[config.mk]
export PLATFORM = sky130hd
export DESIGN_NAME = btn_debounce
export DESIGN_NICKNAME = d
export VERILOG_FILES = /design/src/rtl/btn_debounce.sv
export SDC_FILE = /design/constraint.sdc
export NUM_CORES = 1
export LEC_CHECK = 0
export ABC_CLOCK_PERIOD_IN_PS = 1700
export BUFFER_PORTS_ARGS = -buffer_cell sky130_fd_sc_hd__buf_2
export CORE_UTILIZATION = 56
export DETAILED_ROUTE_END_ITERATION = 7
export PLACE_DENSITY = 0.73
export SLEW_MARGIN = 20
export SYNTH_ARGS = -nofsm -noshare
export SYNTH_HDL_FRONTEND = slang
export SYNTH_SLANG_ARGS = --single-unit
[constraint.sdc]
create_clock -name clk -period 1.7 [get_ports clk]
set_input_delay 0.34 -clock clk [delete_from_list [all_inputs] [get_ports clk]]
set_output_delay 0.34 -clock clk [all_outputs]
set_load 0.05 [all_outputs]
[src/rtl/btn_debounce.sv]
// Per-channel button debouncer. Buttons are sampled on a one-clk strobe taken
// from the slow clk_4ms square wave, and a level change is accepted only after
// STABLE_TICKS consecutive equal samples.
module btn_debounce #(
  parameter int NBTN         = 4,
  parameter int STABLE_TICKS = 5,
  parameter int ACTIVE_HIGH  = 1
) (
  input  logic            clk,
  input  logic            rst,
  input  logic            clk_4ms,
  input  logic [NBTN-1:0] btn_raw,
  output logic [NBTN-1:0] btn_level,
  output logic [NBTN-1:0] btn_press,
  output logic [NBTN-1:0] btn_release,
  output logic            tick
);

  typedef enum logic [1:0] {
    IDLE      = 2'd0,
    ARM_PRESS = 2'd1,
    HELD      = 2'd2,
    ARM_REL   = 2'd3
  } state_t;

  localparam logic [2:0] STABLE = 3'(STABLE_TICKS);

  logic [1:0]      slow_sync;
  logic            slow_prev;
  logic            slow_seen_low;
  logic [1:0]      warm;
  logic [NBTN-1:0] raw_meta;
  logic [NBTN-1:0] raw_sync;
  logic [NBTN-1:0] sample;

  state_t          state     [NBTN];
  state_t          state_nxt [NBTN];
  logic [2:0]      cnt       [NBTN];
  logic [2:0]      cnt_nxt   [NBTN];
  logic [NBTN-1:0] press_nxt;
  logic [NBTN-1:0] release_nxt;

  assign sample = (ACTIVE_HIGH != 0) ? raw_sync : ~raw_sync;

  // A rising edge only counts once the synchronized clk_4ms has been seen low
  // after reset, so a level already high at reset release cannot fire a tick.
  always_ff @(posedge clk) begin
    if (rst) begin
      slow_sync     <= '0;
      slow_prev     <= 1'b0;
      slow_seen_low <= 1'b0;
      warm          <= '0;
      tick          <= 1'b0;
      raw_meta      <= '0;
      raw_sync      <= '0;
      btn_press     <= '0;
      btn_release   <= '0;
      for (int unsigned i = 0; i < NBTN; i++) begin
        state[i] <= IDLE;
        cnt[i]   <= '0;
      end
    end else begin
      slow_sync     <= {slow_sync[0], clk_4ms};
      slow_prev     <= slow_sync[1];
      warm          <= {warm[0], 1'b1};
      slow_seen_low <= slow_seen_low | (warm[1] & ~slow_sync[1]);
      tick          <= slow_sync[1] & ~slow_prev & slow_seen_low;
      raw_meta      <= btn_raw;
      raw_sync      <= raw_meta;
      btn_press     <= press_nxt;
      btn_release   <= release_nxt;
      for (int unsigned i = 0; i < NBTN; i++) begin
        state[i] <= state_nxt[i];
        cnt[i]   <= cnt_nxt[i];
      end
    end
  end

  always_comb begin
    for (int unsigned i = 0; i < NBTN; i++) begin
      state_nxt[i]   = state[i];
      cnt_nxt[i]     = cnt[i];
      press_nxt[i]   = 1'b0;
      release_nxt[i] = 1'b0;
      btn_level[i]   = (state[i] == HELD) || (state[i] == ARM_REL);
      if (tick) begin
        unique case (state[i])
          IDLE: begin
            if (sample[i]) begin
              state_nxt[i] = ARM_PRESS;
              cnt_nxt[i]   = 3'd1;
            end
          end
          ARM_PRESS: begin
            if (!sample[i]) begin
              state_nxt[i] = IDLE;
              cnt_nxt[i]   = '0;
            end else if ((cnt[i] + 3'd1) == STABLE) begin
              state_nxt[i] = HELD;
              cnt_nxt[i]   = '0;
              press_nxt[i] = 1'b1;
            end else begin
              cnt_nxt[i]   = cnt[i] + 3'd1;
            end
          end
          HELD: begin
            if (!sample[i]) begin
              state_nxt[i] = ARM_REL;
              cnt_nxt[i]   = 3'd1;
            end
          end
          ARM_REL: begin
            if (sample[i]) begin
              state_nxt[i] = HELD;
              cnt_nxt[i]   = '0;
            end else if ((cnt[i] + 3'd1) == STABLE) begin
              state_nxt[i]   = IDLE;
              cnt_nxt[i]     = '0;
              release_nxt[i] = 1'b1;
            end else begin
              cnt_nxt[i]     = cnt[i] + 3'd1;
            end
          end
          default: begin
            state_nxt[i] = IDLE;
            cnt_nxt[i]   = '0;
          end
        endcase
      end
    end
  end

endmodule

# Word level (Yosys, flattened, before mapping)
# Memories as Yosys holds them, arrays and structs flattened.
# Cells that the tools add are included.
# W data, S select, Z words.
[totals] ff_bits=23 latch_bits=0 mem_bits_rw=20 romBits=0 wordCells=157 n_memories=2
[op_classes] add_sub_neg=4 mul=0 n_div=0 n_lt_le_gt_ge=0 n_eq_ne=16 shift=0 muxes=76 n_bitwise=27 reduce_logical=16
[memory_table] name="cnt" depth=4 width=3 rd=4 rd_clocked_by_memory_dff=0 wr=4 line_no="38" source="logic [2:0] cnt [NBTN];"
[memory_table] name="state" depth=4 width=2 rd=4 rd_clocked_by_memory_dff=0 wr=4 line_no="36" source="state_t state [NBTN];"
[ops] operator="$mux W3" n=28
[ops] operator="$mux W2" n=32
[ops] operator="$pmux W3 S4" n=4
[ops] operator="$pmux W2 S4" n=4
[ops] operator="$reduce_or A4 Y1" n=8
[ops] operator="$eq A2 B2 Y1 const B" n=8
[ops] operator="$not A1 Y1" n=15
[ops] operator="$add A3 B1 Y3 const B" n=4
[ops] operator="$eq A3 B3 Y1 const B" n=4
[ops] operator="$or A1 B1 Y1" n=9
[ops] operator="$eq A2 B1 Y1 const B" n=4
[ops] operator="$logic_not A2 Y1" n=4
[ops] operator="$mux W1" n=8
[ops] operator="$logic_or A1 B1 Y1" n=4
[ops] operator="$and A1 B1 Y1" n=3

# Logic depth before layout (Yosys ltp)
# An unclocked memory read counts as a cell.
[depth] word_depth=8 ltp_mapped=5 mapped_depth_nobuf=5

# Worst setup path before layout
# No wires, ideal clock.
[synth_timing] kind="reg2reg" from="register tick" to="register (tool-made name)" arrival_ns=1.355 setup_slack_ns=0.211 stages_incl_launch_ff=5 n_path_buf=1 path_cell_list="dfxtp_1 buf_4 inv_2 o311ai_1 o41ai_2"
[synth_lines] element="start, declared" line_no="16" source="output logic tick"
[synth_lines] element="start signal, assigned" line_no="67" source="tick <= slow_sync[1] & ~slow_prev & slow_seen_low;"

# Worst setup path in the final report
[layout_timing] from="register tick" to="output tick"
# No word-level cell between the ends.

==> flow_summary_export.csv <==
group,metric,value,unit
outcome,outcome,"finished, final reports clean",
timing,slew_violations,0,
detailed_routing,via_per_inst,5.475,
synthesis,ys_types,35,
critical_path,max_stage_delay,0.48,ns
layout,final-seq-area,862.1,µm²
synthesis,synthCells,192,
layout,fillCellCount,281,
critical_path,crit_fanout,13,
timing,maxSlewHeadroom,74.30,%
synthesis,synthArstFlopShare,0,%
power_and_ir_drop,seq_power_share,62.9,%
synthesis,yosys_register_bits,43,
floorplanning,fp.dieW,60.81,µm
synthesis,syn_area,0.001937,mm²
detailed_routing,vias,1396,
layout,multi_input_area,958.4,µm²
synthesis,synth_top_cell_area_share,44.44,%
timing,finalCritPeriodShare,87.10,%
detailed_routing,wl,3486,µm
critical_path,worst_ep_arrival_time,1.14,ns
clock_tree,clk_pin_slew,0.12,ns
layout,postLayoutCellArea,0.002130,mm²
clock_tree,hold_buffers,0,
timing,worst_pin_slew,0.3846,ns
timing,setup_viol,0,
layout,nets,225,
critical_path,cp_num_buf_inv,1,
worst_hold_path,min_path_cells,2,
detailed_routing,post_drt_wl_per_cell,13.67,µm
critical_path,rrSetupSlack,0.29,ns
timing,fmax,675.4,MHz
timing,fin_skew,0.006436,ns
synthesis,synth_edf_count,0,
floorplanning,start_util,60.94,%
floorplanning,io-pin-count,20,
detailed_routing,drtIter0Drc,55,
layout,antenna_cells,0,
timing,fin_crit,1.481,ns
placed_design,port_buffers,19,
global_route,gr-usage-all-layers,23.20,%
synthesis,syn-num-nets,207,
placed_design,hpwl,2478,µm
clock_tree,clock-root-buffer,"clkbuf_4",
global_route,grt_pass1_vias,1407,
flow_run,cap_violations,0,
synthesis,ys_top_cells_by_area,"dfxtp_1 (44%), nor2b_1 (6.1%), ha_1 (5.2%)",
critical_path,cp-start-kind,"flop",
synthesis,yosysMostFrequentCell,"dfxtp_1",
power_and_ir_drop,vdd_drop_max,0.5708,mV
worst_hold_path,hold_path_class,"in -> reg",
critical_path,r2r_start,"cnt[3][0]",
global_route,overflow,0,
clock_tree,cts.sinks,43,
floorplanning,rows,20,
clock_tree,cts_buffers,5,
power_and_ir_drop,switchingPower,0.0003548,W
power_and_ir_drop,p_clk_share,33.7,%
global_route,antenna_found_initial,0,
power_and_ir_drop,power.internal,0.001289,W
floorplanning,die_height,60.81,µm
detailed_routing,drcViolationCount,0,
detailed_routing,antenna_left,0,
layout,syn_to_final_growth,9.948,%
worst_hold_path,hold_end,"raw_meta[2]",
placed_design,placed_cell_area,0.002059,mm²
critical_path,reg2reg_depth,4,
critical_path,critPathKind,"reg -> out",
clock_tree,cts_tree,"built",
clock_tree,post-cts-setup-buffer-count,0,
clock_tree,h-tree-depth,2,
critical_path,crit_required,1.36,ns
power_and_ir_drop,combPwrFrac,3.4,%
clock_tree,clk_path_buf_depth,2,
synthesis,avgSynthCellArea,10.09,µm²
timing,hold_violations,0,
placed_design,gp_congestion,0.8486,
clock_tree,insertion_delay,0.34,ns
critical_path,crit_chain,"buf_2",
timing,fin_tns_setup,0,ns
floorplanning,dieArea,0.003698,mm²
synthesis,yosysSeqAreaShare,44.44,%
timing,rsz0062_at_grt,"false",
floorplanning,core-area,0.003178,mm²
worst_hold_path,hp-start,"btn_raw[2]",
synthesis,yosysWarnings,0,
power_and_ir_drop,power_density,772.0,mW/mm²
critical_path,crit_family,"flip-flops",
critical_path,endpoint_kind,"output port",
detailed_routing,dr.pass1.iters,4,
power_and_ir_drop,swShare,21.58,%
global_route,grt_pass1_wl,6237,µm
global_route,grt_max_degree,30,
timing,fin_hold_ws,0.1875,ns
layout,drive_gt1_share,22.27,%
synthesis,synth_common_cells,"dfxtp_1 (43), nor2b_1 (19), nand2_1 (17), inv_1 (16), ha_1 (8)",
synthesis,synth_top_area_cell,"dfxtp_1",
synthesis,synth_ff_type,"dfxtp_1",
critical_path,cp_slowest_cell,"dfxtp_2",
power_and_ir_drop,leakage,0.8799,nW
[kinds of logic (layout without fill, tap and decap cells)]
family	after synthesis	count (layout)	synth area share [%]
AND/OR/NAND/NOR	64	64	23.00
AO/OA/AOI/OAI	40	40	16.15
flip-flops	43	43	44.44
XOR/XNOR	8	8	5.168
adder cells (fa/ha/maj)	8	8	5.168
buffers and inverters	29	48	6.073
[flip-flops by register name, summed over array words and instances (netlist names), named ones only]
| name | count |
|---|---|
| btn_release | 4 |
| slow_prev | 1 |
| warm | 2 |
| slow_seen_low | 1 |
| tick | 1 |
| raw_sync | 4 |
| raw_meta | 4 |
| cnt | 12 |
| state | 4 |
| btn_press | 4 |
| slow_sync | 2 |
[routing by layer]
layer	part of all wire [%]	global-route usage, %	wire, µm
met3	2.7	7.249	94
met5	0	0	0
met1	47	27.09	1628
met2	50	39.72	1729
met4	0.98	9.091	34
[metrics by stage]
stage | total power, W | setup WS, ns | utilization, % | instances
3_3_place_gp | 0.001111 | 0.4003 | 64.80 | 247
3_5_place_dp | 0.001114 | 0.2631 | 64.80 | 247
5_1_grt | 0.001716 | 0.1511 | 67.01 | 255
2_1_floorplan | 0.001094 | 0.2106 | - | 192
6_report | 0.001644 | 0.2193 | 67.01 | 255
4_1_cts | 0.001660 | 0.05535 | 66.97 | 255
[layout make-up]
class / instances / area share [%]
clock buffer: 8 / 3.231
multi-input combinational: 120 / 45.01
inverter: 18 / 3.173
timing repair buffer: 22 / 5.523
tap: 44 / 2.585
sequential: 43 / 40.48
[layout by cell type, fill, tap and decap left out, types with 5 or more instances in the layout]
cell / count
o31ai_1: 7
a21oi_1: 5
buf_2: 19
nand2_1: 17
ha_1: 8
clkbuf_4: 5
dfxtp_1: 42
inv_1: 16
nor2b_1: 19
[worst max-delay path by stage]
stage | startpoint | end | slack (ns) | cells past startpoint
4_1_cts | tick | tick | 0.06 | 1
3_5_place_dp | tick | flop | 0.26 | 4
6_report | tick | tick | 0.22 | 1
2_1_floorplan | tick | flop | 0.21 | 4
5_1_grt | tick | tick | 0.15 | 1
3_3_place_gp | cnt[1][0] | state[1][0] | 0.40 | 4
[timing repair]
item / in CTS / in global routing
endpoints found under the setup margin: 0 / 1
gates resized for setup: 0 / 1
endpoints found under the hold margin: 0 / 0
[power groups by stage]
stage	clock, W	sequential (W)	combinational, W
CTS	0.000569	0.00103	0.0000573
finish	0.000554	0.00103	0.0000566
global route	0.000616	0.00104	0.0000633
floorplan	0	0.00105	0.0000392
detailed placement	0	0.00106	0.0000569
global placement	0	0.00106	0.0000556
(Power assumes the default switching activity.)
